$ cat src/rtl/i2c_design.sv
`default_nettype none
// +----------------------------------------------------------------------------+
// | Module      : i2c_design                                                   |
// | Description : I2C master plus 128x8 register-file slave joined by an       |
// |               internal open-drain SDA/SCL bus. The user side issues        |
// |               single-byte write/read transactions to a 7-bit address.      |
// | Ports       : clk   - system clock (rising edge)                           |
// |               rst   - asynchronous active-low reset                        |
// |               newd  - transaction request, sampled in IDLE                 |
// |               wr    - 1 = write, 0 = read (latched at start)               |
// |               wdata - write byte (latched at start)                        |
// |               addr  - 7-bit slave memory address (latched at start)        |
// |               rdata - last byte returned by a successful read              |
// |               done  - one-cycle completion pulse                           |
// | Options     : I2C_ADDR_MATCH_EN - slave answers only addr[6:4]==3'b001,    |
// |               memory shrinks to 16 bytes indexed by addr[3:0].             |
// | Revision    : 1.0 - initial release                                        |
// +----------------------------------------------------------------------------+
module i2c_design #(
  parameter int CLK_DIV = 40
) (
  input  logic       clk,
  input  logic       rst,
  input  logic       newd,
  input  logic       wr,
  input  logic [7:0] wdata,
  input  logic [6:0] addr,
  output logic [7:0] rdata,
  output logic       done
);

  localparam int c_cw = $clog2(CLK_DIV);
  localparam logic [c_cw-1:0] c_q    = c_cw'(CLK_DIV / 4);
  localparam logic [c_cw-1:0] c_q2   = c_cw'(CLK_DIV / 2);
  localparam logic [c_cw-1:0] c_q3   = c_cw'((CLK_DIV / 4) * 3);
  localparam logic [c_cw-1:0] c_last = c_cw'(CLK_DIV - 1);

`ifdef I2C_ADDR_MATCH_EN
  localparam int c_depth = 16;
  localparam int c_iw    = 4;
`else
  localparam int c_depth = 128;
  localparam int c_iw    = 7;
`endif

  // ---------------------------------------------------------------- bus
  logic w_sda_m, w_scl_m, r_sda_s;
  logic w_sda, w_scl;
  assign w_sda = w_sda_m & r_sda_s;   // open drain: any side pulling low wins
  assign w_scl = w_scl_m;

  // ------------------------------------------------------------- master
  typedef enum logic [3:0] {
    M_IDLE, M_START, M_ADDR, M_AACK, M_WDATA, M_RDATA, M_DACK, M_STOP, M_DONE
  } m_state_t;

  m_state_t          r_state, w_next;
  logic [c_cw-1:0]   r_cnt;
  logic [2:0]        r_bit;
  logic              r_go, r_armed, r_wr, r_nack, r_done;
  logic [7:0]        r_abyte, r_wd, r_rx, r_rdata;
  logic              w_bit_end, w_samp, w_sclh, w_in_byte, w_launch;

  assign w_bit_end = (r_cnt == c_last);
  assign w_samp    = (r_cnt == c_q2);
  assign w_sclh    = (r_cnt >= c_q) && (r_cnt < c_q3);
  assign w_in_byte = (r_state == M_ADDR) || (r_state == M_WDATA) || (r_state == M_RDATA);
  // One idle cycle between the request sample and START; r_go marks it.
  assign w_launch  = (r_state == M_IDLE) && newd && r_armed && !r_go;

  always_comb begin
    w_next  = r_state;
    w_scl_m = 1'b1;
    w_sda_m = 1'b1;
    case (r_state)
      M_IDLE:  if (r_go) w_next = M_START;
      M_START: begin
        // SCL stays high from idle until q3; SDA falls at q2 -> START
        w_scl_m = (r_cnt < c_q3);
        w_sda_m = (r_cnt < c_q2);
        if (w_bit_end) w_next = M_ADDR;
      end
      M_ADDR: begin
        w_scl_m = w_sclh;
        w_sda_m = r_abyte[~r_bit];
        if (w_bit_end && r_bit == 3'd7) w_next = M_AACK;
      end
      M_AACK: begin
        w_scl_m = w_sclh;
        if (w_bit_end) w_next = r_nack ? M_STOP : (r_wr ? M_WDATA : M_RDATA);
      end
      M_WDATA: begin
        w_scl_m = w_sclh;
        w_sda_m = r_wd[~r_bit];
        if (w_bit_end && r_bit == 3'd7) w_next = M_DACK;
      end
      M_RDATA: begin
        w_scl_m = w_sclh;
        if (w_bit_end && r_bit == 3'd7) w_next = M_DACK;
      end
      M_DACK: begin
        // released SDA: slave ACK on writes, master NACK on reads
        w_scl_m = w_sclh;
        if (w_bit_end) w_next = M_STOP;
      end
      M_STOP: begin
        // SCL rises at q1 and stays high; SDA rises at q2 -> STOP
        w_scl_m = (r_cnt >= c_q);
        w_sda_m = (r_cnt >= c_q2);
        if (w_bit_end) w_next = M_DONE;
      end
      M_DONE:  w_next = M_IDLE;
      default: w_next = M_IDLE;
    endcase
  end

  always_ff @(posedge clk or negedge rst) begin
    if (!rst) begin
      r_state <= M_IDLE;
      r_cnt   <= '0;
      r_bit   <= '0;
      r_go    <= 1'b0;
      r_armed <= 1'b1;
      r_wr    <= 1'b0;
      r_abyte <= '0;
      r_wd    <= '0;
      r_nack  <= 1'b0;
      r_rx    <= '0;
      r_rdata <= '0;
      r_done  <= 1'b0;
    end else begin
      r_state <= w_next;
      r_done  <= (r_state == M_DONE);
      r_go    <= w_launch;
      if (r_state == M_IDLE || w_bit_end) r_cnt <= '0;
      else                                r_cnt <= r_cnt + 1'b1;
      if (!w_in_byte)     r_bit <= '0;
      else if (w_bit_end) r_bit <= r_bit + 1'b1;
      if (w_launch) begin
        r_wr    <= wr;
        r_abyte <= {addr, ~wr};
        r_wd    <= wdata;
      end
      // Disarm after every transaction until newd is seen low in IDLE.
      if (r_state == M_DONE)                 r_armed <= 1'b0;
      else if (r_state == M_IDLE && !newd)   r_armed <= 1'b1;
      if (r_state == M_AACK && w_samp)  r_nack <= w_sda;
      if (r_state == M_RDATA && w_samp) r_rx   <= {r_rx[6:0], w_sda};
      if (r_state == M_DONE && !r_wr && !r_nack) r_rdata <= r_rx;
    end
  end

  assign rdata = r_rdata;
  assign done  = r_done;

  // -------------------------------------------------------------- slave
  typedef enum logic [2:0] {S_IDLE, S_ADDR, S_WR, S_RD, S_IGN} s_state_t;

  s_state_t         r_sst, w_snext;
  logic             r_scl_d, r_sda_d;
  logic [3:0]       r_sbit;
  logic [7:0]       r_ssr;
  logic [c_iw-1:0]  r_sidx, w_aidx;
  logic [c_cw-1:0]  r_stmr;
  logic [7:0]       r_mem [c_depth];
  logic             w_start, w_stop, w_rise, w_fall, w_avalid, w_sdrv, w_last;

  assign w_start = w_scl && r_scl_d && r_sda_d && !w_sda;
  assign w_stop  = w_scl && r_scl_d && !r_sda_d && w_sda;
  assign w_rise  = w_scl && !r_scl_d;
  assign w_fall  = !w_scl && r_scl_d;
  assign w_last  = (r_sbit == 4'd8);

  always_comb begin
`ifdef I2C_ADDR_MATCH_EN
    w_avalid = (r_ssr[7:5] == 3'b001);
    w_aidx   = r_ssr[4:1];
`else
    w_avalid = 1'b1;
    w_aidx   = r_ssr[7:1];
`endif
  end

  always_comb begin
    w_snext = r_sst;
    w_sdrv  = 1'b1;
    if (w_start)      w_snext = S_ADDR;
    else if (w_stop)  w_snext = S_IDLE;
    else if (w_rise && w_last) begin
      case (r_sst)
        S_ADDR:  w_snext = !w_avalid ? S_IGN : (r_ssr[0] ? S_RD : S_WR);
        S_WR:    w_snext = S_IGN;
        S_RD:    w_snext = S_IGN;
        default: w_snext = r_sst;
      endcase
    end
    // Drive value for the upcoming bit, r_sbit already points at it.
    case (r_sst)
      S_ADDR:  if (w_last)  w_sdrv = !w_avalid;
      S_WR:    if (w_last)  w_sdrv = 1'b0;
      S_RD:    if (!w_last) w_sdrv = r_mem[r_sidx][~r_sbit[2:0]];
      default: w_sdrv = 1'b1;
    endcase
  end

  always_ff @(posedge clk or negedge rst) begin
    if (!rst) begin
      r_sst   <= S_IDLE;
      r_scl_d <= 1'b1;
      r_sda_d <= 1'b1;
      r_sbit  <= '0;
      r_ssr   <= '0;
      r_sidx  <= '0;
      r_stmr  <= '0;
      r_sda_s <= 1'b1;
      for (int i = 0; i < c_depth; i++) r_mem[i] <= '0;
    end else begin
      r_sst   <= w_snext;
      r_scl_d <= w_scl;
      r_sda_d <= w_sda;
      if (w_start || w_stop) begin
        r_sbit  <= '0;
        r_stmr  <= '0;
        r_sda_s <= 1'b1;
      end else begin
        if (w_rise) begin
          r_sbit <= w_last ? 4'd0 : r_sbit + 4'd1;
          if (!w_last && (r_sst == S_ADDR || r_sst == S_WR)) r_ssr <= {r_ssr[6:0], w_sda};
          if (w_last && r_sst == S_ADDR) r_sidx <= w_aidx;
          if (w_last && r_sst == S_WR)   r_mem[r_sidx] <= r_ssr;
        end
        // SCL falls at q3; wait out the rest of the bit so SDA changes in q0.
        if (w_fall)              r_stmr <= c_q - 1'b1;
        else if (r_stmr != '0)   r_stmr <= r_stmr - 1'b1;
        if (r_stmr == c_cw'(1))  r_sda_s <= w_sdrv;
      end
    end
  end

endmodule
`default_nettype wire

$ cat config.mk
export PLATFORM = sky130hd
export DESIGN_NAME = i2c_design
export DESIGN_NICKNAME = d
export VERILOG_FILES = /design/src/rtl/i2c_design.sv
export SDC_FILE = /design/constraint.sdc
export NUM_CORES = 2
export LEC_CHECK = 0
export CAP_MARGIN = 20
export CORE_MARGIN = 1.5
export CORE_UTILIZATION = 50
export CTS_BUF_LIST = sky130_fd_sc_hd__clkbuf_2 sky130_fd_sc_hd__clkbuf_4 sky130_fd_sc_hd__clkbuf_8
export DETAILED_ROUTE_END_ITERATION = 8
export GPL_ROUTABILITY_DRIVEN = 0
export PLACE_DENSITY = 0.65
export RECOVER_POWER = 25
export SYNTH_ARGS = -nofsm -noshare
export SYNTH_HDL_FRONTEND = slang
export SYNTH_SLANG_ARGS = --single-unit
$ cat constraint.sdc
create_clock -name clk -period 5.5 [get_ports clk]
set_input_delay 0.55 -clock clk [delete_from_list [all_inputs] [get_ports clk]]
set_output_delay 0.55 -clock clk [all_outputs]
set_load 0.05 [all_outputs]
* Word-level counts from Yosys, hierarchy flattened
Cells that the tools add are included.
** Word-level totals
- Bits in read-only memories :: 0
- Bits of input ports :: 19
- Memories :: 0
- Bits in latches :: 0
- RAM bits :: 0
- Word-level logic and storage cells :: 288
- Output and inout bits :: 9
- Register bits :: 1105
** Operators by class
- $add $sub $neg :: 4
- Bitwise logic cells :: 6
- Reductions and logical operators :: 53
- Shifts and indexed selects :: 0
- Multiplexer cells :: 45
- Div/mod/pow operators :: 0
- Multipliers :: 0
- Eq/ne operators :: 24
- Order comparisons :: 8
** Operator list (count)
- $bwmux 1024 :: 1
- $bmux 8 s7 :: 1
- $demux 8 s7 :: 1
- $mux 4 :: 10
- $pmux 4 s7 :: 1
- $mux 6 :: 4
- $mux 8 :: 3
- $logic_and 1x1->1 :: 22
- $eq 4x3->1 const B :: 4
- $mux 3 :: 5
- $lt 6x5->1 const B :: 2
- $ne 2x2->1 const B :: 6
- $mux 1 :: 11
- $bmux 1 s3 :: 3
- $logic_not 1->1 :: 9
- $reduce_and 3->1 :: 3
- $eq 4x2->1 const B :: 2
- $eq 4x4->1 const B :: 2
- $ge 8x8->1 const B :: 1
- $lt 3x4->1 const B :: 2
- $lt 8x1->1 const B :: 1
- $not 7->8 :: 1
- $reduce_and 7->1 :: 1
- $add 6x1->6 const B :: 1
- 30 further kinds :: 43

* Logic depth before layout (Yosys ltp)
- Depth in word-level cells :: 10
- Depth in mapped cells :: 14
- Depth with buffers taken out :: 8

* Worst setup path before layout
No wires, ideal clock.
- Kind :: register to register
- Start :: register r_cnt[3]
- End :: register r_mem[568] (netlist name)
- Library setup time :: 0.128 ns
- Arrival :: 2.540 ns
- Required time :: 5.372 ns
- Clock period less this slack :: 2.667 ns
- Cell stages (with the launch flop) :: 11
- Setup slack :: 2.833 ns
- Path buffers :: 2
- Cell sequence :: dfrtp_1 -> clkbuf_1 -> a41o_1 -> a211oi_1 -> nor3_1 -> nor2_4 -> nand3_4 -> nor3_4 -> buf_4 -> nand2_2 -> mux2_1
** Between the ends
- Longest elaborated chain between the ends :: 9
- Elaborated cells on any way between the ends :: 18
- Those cells by class :: order compare (4); mux (2); bitwise (2); reduce/logical (10)
** Ends and longest elaborated chain
- start, declared :: RTL line 58 : logic [c_cw-1:0] r_cnt;
- start signal, assigned :: RTL line 136 : else r_cnt <= r_cnt + 1'b1;
- $ge 6x4->1 or $lt 6x5->1 (tied branches) :: RTL line 66, 108, 79
- $logic_and 1x1->1 :: RTL line 66 : assign w_sclh = (r_cnt >= c_q) && (r_cnt < c_q3);
- $pmux 1 s3 :: RTL line 75 : case (r_state)
- $logic_and 1x1->1 :: RTL line 168, 169
- $logic_and 1x1->1, on equally long branches (2 in series) :: RTL line 168, 169
- $logic_or 1x1->1 :: RTL line 221 : if (w_start || w_stop) begin
- $not 1->1 (no source line)
- $reduce_and 3->1 (no source line) *
- end signal, assigned by index :: RTL line 230 : if (w_last && r_sst == S_WR) r_mem[r_sidx] <= r_ssr;
- end, declared :: RTL line 165 : logic [7:0] r_mem [c_depth];
Every way passes the cells marked *; elsewhere a longest branch is shown, timed or not.
A chain may end at the register's enable or synchronous reset.

* Worst setup path after layout
- Start :: register r_sidx[0]
- End :: register r_sda_s
** Between the ends
- Longest elaborated chain between the ends :: 10
** Ends and longest elaborated chain
- start, declared :: RTL line 163 : logic [c_iw-1:0] r_sidx, w_aidx;
- start signal, assigned :: RTL line 229 : if (w_last && r_sst == S_ADDR) r_sidx <= w_aidx;
- $not 7->8 (implied by the code) :: RTL line 201 : S_RD: if (!w_last) w_sdrv = r_mem[r_sidx][~r_sbit[2:0]];
- $bmux 8 s7 :: RTL line 201
- $mux 8 (implied by the code) (2 in series) :: RTL line 201
- $bmux 1 s3 :: RTL line 201
- $mux 1 (implied by the code) :: RTL line 201
- $mux 1 :: RTL line 201
- $pmux 1 s2 :: RTL line 198 : case (r_sst)
- $mux 1 :: RTL line 235 : if (r_stmr == c_cw'(1)) r_sda_s <= w_sdrv;
- $mux 1 :: RTL line 221
- end signal, assigned :: RTL line 235
- end, declared :: RTL line 47 : logic w_sda_m, w_scl_m, r_sda_s;
No other way between the ends. The select of a mux whose other input is x is not followed.

==> summary.txt <==
status -> finished with violations
violated checks -> max-capacitance violations, max-slew violations
Die ar. -> 104000 µm²
met1 usage -> 0.416
crit-path max FO -> 46
layout cells sized above 1 -> 0.300
Post-CTS Setup Bufs -> 0
Rows -> 117
r2r startpoint -> r_sidx[0]$_DFFE_PN0P_
Crit. Startpoint -> r_sidx[0]$_DFFE_PN0P_
Antenna Violating Nets Remaining -> 0
Clock transition at path regs -> 0.07 ns
maximum number of pins on one net before global-route repair -> 131
Top delay family on crit path -> simple AND/OR/NAND/NOR gates
hold_sp -> wr
initial core utilization -> 0.503
M2 GR Usage -> 0.456
gr busiest metal -> met2
Multi-input gate area -> 22200 µm²
crit-path cells -> buf_4 > nand2_1 > nor2_2 > buf_4 > a222oi_1 > o311ai_0 > or4_1 > a311oi_1 > a32oi_1
number of fillers in the final layout -> 8416
setup violators final -> 0
FFs w/ async S/R, synth -> 1.00
Pleak -> 0.0277 µW
CTS tree -> done
clock skew -> 0.0512 ns
routed wire length per instance -> 29.2 µm
worst hold margin -> 0.286 ns
Synth Area per Inst -> 13.7 µm²
CP required -> 6.31 ns
first-pass GRT wire length -> 231000 µm
Peak Freq -> 0.219 GHz
Top cell by count, worst path -> buf_4
Yosys warning count -> 0
slowest stage delay, CP -> 0.78 ns
CORE AREA -> 102000 µm²
setup TNS -> 0 ns
normalized max-slew margin -> -0.803
Final Max Tran Viols -> 678
cts repair resizes -> 0
total CTS buffers -> 185
Initial DRC Count -> 3364
DR vias/cell -> 6.38
worst skew pair latency -> 0.89 ns
vias -> 33700
Final Hold Vio Count -> 0
Max Root-Sink Buffers -> 3
RSZ-0062 raised after global routing -> false
crit path time final -> 4.56 ns
max_cap viols -> 7
Post-Syn Area -> 51100 µm²
CTS root buf -> clkbuf_8
Unique masters post-synth -> 74
die height -> 323 µm
Worst IR Drop VDD -> 282 µV
initial antenna violation count -> 6
Die X -> 323 µm
GRT overflow -> 0
crit end category -> flop
DR DRC count -> 0
GRT Overall Usage -> 0.301
clock sink total -> 1105
post-synth top area cell -> dfrtp_1
hpwl dp -> 97700 µm
Yosys top cell area share -> 0.539
syn nets -> 3762
#FFs+latches synth -> 1105
PwrDens -> 320 nW/µm²
worst path arrival time -> 5.37 ns
cells taking the most area after synthesis -> dfrtp_1, mux2_1, mux2_2
H-tree levels -> 4
grt met3 use -> 0.0758
CP max stage cell -> nand2_1
Ports -> 28
ys flop type -> dfrtp_1
Post-synth EDFFs -> 0
top cells by count, synth -> dfrtp_1, mux2_1, mux2_2
Worst Tran Pin Value -> 2.70 ns
FF+latch area -> 27700 µm²
TritonRoute pass-1 iters -> 6
worst path bufs/invs -> 2
vias in the first global route -> 33800
kind of critical path -> flop to flop
Final nets -> 3794
Final period util -> 0.829
sequential share of the synthesized area -> 0.541
Routed WL -> 154000 µm
Mapped Cells -> 3735
area delta synth->final -> 11.2%
IO buf count -> 27
class of the worst hold path -> primary input to flop
crit path launch type -> flop
count leader, synth -> dfrtp_1
final core utilization -> 0.559
==> placed cells by master (no fill, tap or decap), types with 14 or more instances in the layout <==
cell / Yosys / final
mux2_1: 637 / 637
dfrtp_1: 1101 / 1089
nand2_1: 152 / 152
o22ai_1: 20 / 20
a221oi_1: 112 / 112
buf_4: 32 / 86
clkbuf_8: 0 / 235
nand3_1: 21 / 21
clkdlybuf4s50_1: 0 / 26
a22oi_1: 48 / 48
clkbuf_4: 0 / 81
a221o_1: 19 / 19
mux4_2: 73 / 73
a22o_1: 15 / 15
o2bb2ai_1: 21 / 21
nor2_1: 97 / 94
mux2i_1: 121 / 121
o21ai_0: 91 / 91
nand2_2: 80 / 80
a21oi_1: 61 / 61
a211oi_1: 14 / 14
mux2_2: 530 / 530
==> sequential cells by signal, summed over array words and instances (netlist names) <==
| signal | count |
|---|---|
| r_state | 4 |
| r_sda_s | 1 |
| r_go | 1 |
| r_sst | 3 |
| r_rx | 8 |
| r_ssr | 8 |
| r_sidx | 7 |
| r_scl_d | 1 |
| done | 1 |
| r_nack | 1 |
| r_cnt | 6 |
| r_armed | 1 |
| rdata | 8 |
| r_wd | 8 |
| r_mem | 1024 |
| r_bit | 3 |
| r_stmr | 6 |
| r_sda_d | 1 |
| r_abyte | 8 |
| r_sbit | 4 |
| r_wr | 1 |
==> area by class of cell <==
cell class              count  area share
flip-flops and latches   1105       0.487
multi-input cells        2328       0.391
clock buffers             313      0.0672
well taps                1368      0.0301
repair buffers            131      0.0197
clock inverters            21     0.00341
inverters                  16     0.00108
diodes                      4    0.000176
==> power by group <==
part,switching [µW],internal (µW)
Sequential,595,8300
Combinational,1020,429
Clock,3410,4420
==> layer usage <==
layer	up-vias	wire length (µm)
li1	14000	-
met5	-	22
met4	4	5630
met2	1562	70000
met3	364	13200
met1	17800	65300
==> timing repair <==
item                                   in CTS  in global routing
endpoints found under the hold margin      77                  0
hold buffers                                1                  0
setup endpoints to repair                   0                  0
==> cells by family after synthesis <==
kind of cell,synth area share
AND/OR/NAND/NOR,0.0452
AO/OA/AOI/OAI,0.0711
XOR/XNOR,0.00206
adder cells (fa/ha/maj),0.00196
flip-flops,0.541
multiplexers,0.313
buffers and inverters,0.0259
==> path summary, 6_finish.rpt <==
path                       slack [ns]                endpoint  cells after the start
setup / recovery                 0.94     r_sda_s$_DFFE_PN1P_                      9
hold / removal                   0.29  r_abyte[0]$_DFFE_PN0P_                      2
setup reg to reg                 0.94     r_sda_s$_DFFE_PN1P_                      9
hold reg to reg                  0.48  r_mem[195]$_DFFE_PN0P_                      1
max in group asynchronous        1.26   r_sidx[2]$_DFFE_PN0P_                      3
min in group asynchronous        1.01    r_ssr[2]$_DFFE_PN0P_                      2
==> metrics by stage <==
step	cell area (µm²)	setup WS (ns)	power, µW	std cells
4_1_cts	56900	1.07	18300	5281
3_5_place_dp	52900	1.09	10500	4946
3_3_place_gp	52900	1.12	10500	4945
2_1_floorplan	51100	2.83	9640	3735
5_1_grt	56800	0.584	18800	5284
6_report	56800	0.939	18200	5286
(Power assumes the default switching activity.)
